<file path="src/rtl/mem_port_arbiter.sv">
// rtl/mem_port_arbiter.sv - fetch/data arbiter for a shared single-ported memory
//
// Shares one word-addressed memory between the fetch port (if_*) and the
// data port (dm_*). Data wins by default. A streak counter forces a fetch
// grant after MAX_DATA_STREAK consecutive data wins against a waiting fetch.
// Read data is routed back to the issuing port one cycle after its grant.
//
// Ports:
//   clk, rst_n                       clock, asynchronous active-low reset
//   if_req/if_addr -> if_gnt         fetch request handshake (read only)
//   if_rvalid/if_rdata               fetch read response
//   dm_req/dm_we/dm_addr/dm_wdata    data request (load or store)
//   dm_gnt, dm_rvalid/dm_rdata       data grant and load response
//   mem_en/mem_we/mem_addr/mem_wdata memory command
//   mem_rdata                        memory read data, one cycle after mem_en

module mem_port_arbiter #(
    parameter int AW              = 10,
    parameter int DW              = 32,
    parameter int MAX_DATA_STREAK = 3
) (
    input  logic          clk,
    input  logic          rst_n,
    input  logic          if_req,
    input  logic [AW-1:0] if_addr,
    output logic          if_gnt,
    output logic          if_rvalid,
    output logic [DW-1:0] if_rdata,
    input  logic          dm_req,
    input  logic          dm_we,
    input  logic [AW-1:0] dm_addr,
    input  logic [DW-1:0] dm_wdata,
    output logic          dm_gnt,
    output logic          dm_rvalid,
    output logic [DW-1:0] dm_rdata,
    output logic          mem_en,
    output logic          mem_we,
    output logic [AW-1:0] mem_addr,
    output logic [DW-1:0] mem_wdata,
    input  logic [DW-1:0] mem_rdata
);

    localparam logic [3:0] MAX_STREAK = 4'(MAX_DATA_STREAK);

    logic [3:0] streak_q, streak_d;
    logic       resp_valid_q, resp_valid_d;
    logic       resp_owner_q, resp_owner_d;
    logic       force_fetch;

    assign force_fetch = (streak_q == MAX_STREAK);

    // Grants are masked while reset is asserted so no access leaks out
    // even though requesters may still be driving req.
    always_comb begin
        if_gnt = 1'b0;
        dm_gnt = 1'b0;
        if (rst_n) begin
            if (dm_req && !(if_req && force_fetch)) begin
                dm_gnt = 1'b1;
            end else if (if_req) begin
                if_gnt = 1'b1;
            end
        end
    end

    always_comb begin
        mem_en    = if_gnt | dm_gnt;
        mem_we    = dm_gnt & dm_we;
        mem_addr  = '0;
        mem_wdata = '0;
        if (dm_gnt) begin
            mem_addr  = dm_addr;
            mem_wdata = dm_wdata;
        end else if (if_gnt) begin
            mem_addr  = if_addr;
        end
    end

    // Streak counts only data wins that made a fetch wait; any cycle without
    // a waiting fetch restarts it. Saturation is implicit: at MAX_STREAK with
    // both requesting, fetch wins and clears it.
    always_comb begin
        streak_d = streak_q;
        if (if_gnt || !if_req) begin
            streak_d = 4'd0;
        end else if (dm_gnt) begin
            streak_d = streak_q + 4'd1;
        end
    end

    always_comb begin
        resp_valid_d = if_gnt | (dm_gnt & ~dm_we);
        resp_owner_d = dm_gnt;
    end

    always_ff @(posedge clk or negedge rst_n) begin
        if (!rst_n) begin
            streak_q     <= 4'd0;
            resp_valid_q <= 1'b0;
            resp_owner_q <= 1'b0;
        end else begin
            streak_q     <= streak_d;
            resp_valid_q <= resp_valid_d;
            resp_owner_q <= resp_owner_d;
        end
    end

    assign if_rvalid = resp_valid_q & ~resp_owner_q;
    assign dm_rvalid = resp_valid_q &  resp_owner_q;
    assign if_rdata  = if_rvalid ? mem_rdata : '0;
    assign dm_rdata  = dm_rvalid ? mem_rdata : '0;

endmodule

</file>
<file path="config.mk">
export PLATFORM = sky130hd
export DESIGN_NAME = mem_port_arbiter
export DESIGN_NICKNAME = d
export VERILOG_FILES = /design/src/rtl/mem_port_arbiter.sv
export SDC_FILE = /design/constraint.sdc
export NUM_CORES = 1
export LEC_CHECK = 0
export BUFFER_PORTS_ARGS = -buffer_cell sky130_fd_sc_hd__buf_2
export CAP_MARGIN = 20
export CORE_AREA = 3 3 76 78
export CTS_CLUSTER_DIAMETER = 80
export DETAILED_ROUTE_END_ITERATION = 12
export DIE_AREA = 0 0 79 81
export PLACE_DENSITY = 0.72
export SLEW_MARGIN = 25
export SYNTH_ARGS = -nofsm -noshare
export SYNTH_HDL_FRONTEND = slang
export SYNTH_SLANG_ARGS = --single-unit
</file>
<file path="constraint.sdc">
create_clock -name clk -period 1.8 [get_ports clk]
set_input_delay 0.09 -clock clk [delete_from_list [all_inputs] [get_ports clk]]
set_output_delay 0.09 -clock clk [all_outputs]
set_load 0.01 [all_outputs]
</file>
# Word level (Yosys, flattened, before mapping)
# Cells that the tools add are included.
# word_totals
reg_bits	6
latchBits	0
ramBits	0
romBits	0
inputBits	89
output_inout_bits	112
wordCells	31
n_memories	0
# op_classes
add_sub_neg	1
n_mul	0
div_mod_pow	0
magnitude_cmp	0
n_eq_ne	1
shift	0
n_mux	12
n_bitwise	8
n_reduce_logical	6
# op_table
cell	count
$mux 32	3
$mux 10	2
$mux 4	2
$mux 1	5
$add 4x1->4 const B	1
$and 1x1->1	4
$eq 4x2->1 const B	1
$logic_and 1x1->1	2
$logic_not 1->1	2
$not 1->1	2
$or 1x1->1	2
$reduce_bool 2->1	1
$logic_or 1x1->1	1

# Logic depth before layout (Yosys ltp)
# depth
word_depth	8
depth_mapped	5
mapped_depth_nobuf	4

# Worst setup path before layout
# Ideal clock, no wire load.
# synth_path
path_kind	register to output
from	register streak_q[0]
to	output mem_wdata[19]
arrival_ns	1.431
required_ns	1.710
setup_slack_ns	0.279
path_stages_with_launch	6
path_buffers	1
path_cell_list	dfrtp_1 ha_1 nor3b_1 a21oi_2 buf_6 and2_1
# synth_via
elab_chain_len	7
# synth_rtl
item	line	text
start, declared	45	logic [3:0] streak_q, streak_d;
start signal, assigned	102	streak_q <= streak_d;
$eq 4x2->1	50	assign force_fetch = (streak_q == MAX_STREAK);
$logic_and 1x1->1	58	if (dm_req && !(if_req && force_fetch)) begin
$logic_not 1->1	58	
$logic_and 1x1->1	58	
$mux 1	58	
$mux 1	57	if (rst_n) begin
named net dm_gnt	33	output logic dm_gnt,
$mux 32	71	if (dm_gnt) begin
end, declared	39	output logic [DW-1:0] mem_wdata,
# The timed path passes the listed nets, and every way through them passes these cells.

# Final worst setup path
# layout_path
from	register streak_q[0]
to	output mem_addr[5]
# layout_via
elab_chain_len	8
# layout_rtl
item	line	text
$eq 4x2->1 *	50	
$logic_and 1x1->1 *	58	
$logic_not 1->1 *	58	
$logic_and 1x1->1 *	58	
$mux 1	58	
$mux 1	57	
$mux 10	74	end else if (if_gnt) begin
$mux 10 *	71	
end, declared	38	output logic [AW-1:0] mem_addr,
# Every way passes the cells marked *; elsewhere a longest branch is shown, timed or not.

==> summary.log <==
[place] routability cong. 0.749
[timing] portion of the clock cycle consumed by the worst path in the final layout 100%
[worst_setup_path] CP peak stage delay 390 ps
[worst_setup_path] class of the most critical setup path reg2out
[cells_and_area] final design area excluding fillers 0.00237 mm^2
[power] power density cells 319 mW/mm^2
[power] sw power 257 uW
[timing] Max Freq 0.553 GHz
[route] drt pass-1 iters 4
[yosys] Yosys warning total 0
[run] max-cap check violation count 0
[min_path] hold endpoint resp_valid_q
[yosys] post-synthesis instance total 156
[timing] unrepaired setup endpoints after global routing yes
[cts] number of sinks handled by clock tree synthesis 6
[cells_and_area] number of nets in the finished design 445
[worst_setup_path] Crit path required time 1710 ps
[floorplan] initial cell density of the core 22.3%
[route] WL per Instance 13.0 um
[worst_setup_path] slowest stage cell, crit path sky130_fd_sc_hd__dfrtp_1
[min_path] Hold Path Origin dm_we
[run_status] violations in the final reports negative setup slack
[cts] H-tree level count 1
[grt] pin count of the biggest net entering global routing 45
[worst_setup_path] crit path max fanout 12
[floorplan] overall die area 0.00640 mm^2
[worst_setup_path] count of buffering cells on the critical path with inverters included 2
[yosys] Synthesized Nets 246
[cells_and_area] leading cell types in the layout, fill and taps excluded 187 x sky130_fd_sc_hd__buf_2, 62 x sky130_fd_sc_hd__and2_1, 32 x sky130_fd_sc_hd__and3_1
[floorplan] placeable core region 0.00514 mm^2
[power] largest voltage drop on the vdd net 0.451 mV
[timing] fin worst setup slack -7.34 ps
[place] Placement Cell Area 0.00218 mm^2
[place] total half-perimeter wirelength after legalization and detailed placement 4470 um
[cells_and_area] fillcell total 509
[floorplan] number of standard-cell rows in the floorplan 26
[grt] wire length of the first global-routing pass 7670 um
[run_status] status finished, violations left
[timing] max-slew violation total from the final report 0
[timing] slew at the pin closest to its max-slew limit 241 ps
[power] relative contribution of combinational cells to total power 54.1%
[cells_and_area] most common cell after layout, fill and taps aside sky130_fd_sc_hd__buf_2
[route] total wirelength of the detailed-routed design 5520 um
[worst_setup_path] gate family responsible for the most delay along the worst path flip-flops
[worst_setup_path] origin of the critical flop-to-flop path streak_q[0]
[timing] shortest clock period the worst path allows after layout 1810 ps
[power] Sw Ratio 33.9%
[power] Power, Total 757 uW
[cts] buffer levels on the longest clock path 2
[yosys] average cell area after synthesis 7.36 um^2
[yosys] sequential cell area fraction in the yosys report 13.1%
[worst_setup_path] Critical Path Sink Type primary output
[floorplan] floorplan die width 79 um
[route] Detail Route Antenna Nets 0
[worst_setup_path] cell depth of the worst flop-to-flop path 5
[timing] Hold Fails Final Rpt 0
[power] Cell Int Power 500 uW
[cells_and_area] count of inserted antenna diode cells 0
[grt] all-layer global routing usage 14.8%
[yosys] post-synthesis instance area 0.00115 mm^2
[route] number of DRC violations after detailed routing 0
[cts] CTS buffer count 3
[timing] Max-slew headroom 83.8%
[timing] final setup violating endpoints 2
[cts] insertion delay of the later-clocked pin in the worst-skew pair 220 ps
[grt] antenna violations before repair 0
[timing] maximum clock skew at final layout 4.12 ps
[worst_setup_path] Reg2Reg Setup Slack 390 ps
[floorplan] I/O pin cnt 201
[place] number of buffers inserted by port buffering 200
[yosys] count of state elements after synthesis 6
[route] DRT iter0 DRCs 38
[worst_setup_path] worst path arrival time 1720 ps
[worst_setup_path] critical-path cell list ha_4 > or3b_4 > a21oi_4 > buf_12 > a22o_2 > buf_6
[route] via count 1795
[grt] vias in the first global route 1594
[cts] Reg clk slew, reported paths 40 ps
[cts] clk root buf sky130_fd_sc_hd__clkbuf_8
[power] proportion of power drawn by the clock network 26.9%
[cts] CTS tree built
[power] portion of total power attributed to sequential cells 18.9%
[power] Lkg Pwr 0.00161 uW
[cells_and_area] area grow syn2layout 107%
[floorplan] height of the die 81 um
[worst_setup_path] CP startpoint kind flop
[yosys] Unique masters post-synth 27
[worst_setup_path] Worst R2R End resp_valid_q
[place] DP Worst Slack 71.1 ps
[route] detail-routed via count per cell 4.24
[grt] total overflow reported by the global router 0
[cells_and_area] fraction of final layout cells sized beyond drive strength 1 65.4%
[min_path] path type of the worst min-delay path in2reg
[min_path] worst hold path cell count 2
[routing by layer]
metal	GRT usage (%)	part of all wire [%]	up-vias
met5	0	0	-
met4	3.44	1.3	0
li1	-	-	927
met1	15.6	36	763
met3	4.55	10	8
met2	28.5	53	97
[worst max-delay path by stage]
stage / from / end / depth (start not counted)
after global placement: streak_q[0] / mem_addr[0] / 5
after floorplan: streak_q[0] / mem_wdata[19] / 5
after detailed placement: streak_q[0] / mem_addr[5] / 5
after CTS: streak_q[1] / mem_addr[5] / 6
final: streak_q[0] / mem_addr[5] / 6
after global routing: streak_q[0] / mem_addr[3] / 6
[power groups by stage]
stage | Clock (uW) | Combinational (uW) | Sequential (uW)
3_3_place_gp | 0 | 372 | 144
6_report | 204 | 410 | 143
2_1_floorplan | 0 | 175 | 146
5_1_grt | 217 | 449 | 144
4_1_cts | 210 | 403 | 142
3_5_place_dp | 0 | 377 | 145
[flip-flops by register name, summed over array words and instances (netlist names)]
name / cells
resp_owner_q: 1
resp_valid_q: 1
streak_q: 4
[metrics by stage]
stage               utilization (%)  instances  TNS (ps)  hold WS, ps
floorplan                         -        156         0         -206
global placement               42.5        415         0        -32.0
detailed placement             42.5        415         0        -27.8
CTS                            45.3        421     -15.0         70.7
global route                   46.2        423      -783         74.9
finish                         46.2        423     -12.0         72.6
[worst reg2reg max path: stages (launching register included)]
cell	delay, ps
sky130_fd_sc_hd__dfrtp_1	390
sky130_fd_sc_hd__ha_4	170
sky130_fd_sc_hd__or3b_4	390
sky130_fd_sc_hd__a21oi_4	150
sky130_fd_sc_hd__buf_12	140
sky130_fd_sc_hd__o21bai_1	100
[layout make-up]
class	count	area [um^2]	area share [%]
clock buffer	3	41.3	1.74
multi-input combinational	135	922	38.8
sequential	6	150	6.32
tap	70	87.6	3.69
timing repair buffer	209	1170	49.4
[synth_stat cells (all sizes together)]
cell type,n,area share (%)
nand3,2,0.87
o21a,1,0.65
and3,33,18
and2,66,36
nor3b,1,0.65
dfrtp,6,13
a21oi,2,2.2
o211ai,1,0.65
nor3,1,0.44
buf,5,4.9
o31ai,1,0.65
and4b,1,0.87
a22o,10,8.6
nor2b,4,2.2
nand2,7,2.5
clkbuf,10,3.4
o21bai,1,0.65
o21ai,1,0.44
o31a,1,0.76
or3b,1,0.98
ha,1,1.1
[cell families (layout without fill, tap and decap cells)]
group	count (synthesis)	count (layout)	share of synthesized area, %
adders and majority gates	1	1	1.09
DFF	6	6	13.1
buffers and inverters	15	212	8.28
AOI/OAI and AO/OA	18	18	14.6
and+or+nand+nor	116	116	63.0
[what timing repair did]
item	in CTS	in global routing
hold buffers	1	0
buffers inserted	2	2
pin swaps	1	0
endpoints found under the setup margin	28	43
resized for setup	11	6
hold endpoints to repair	6	0
(Power assumes the default switching activity.)
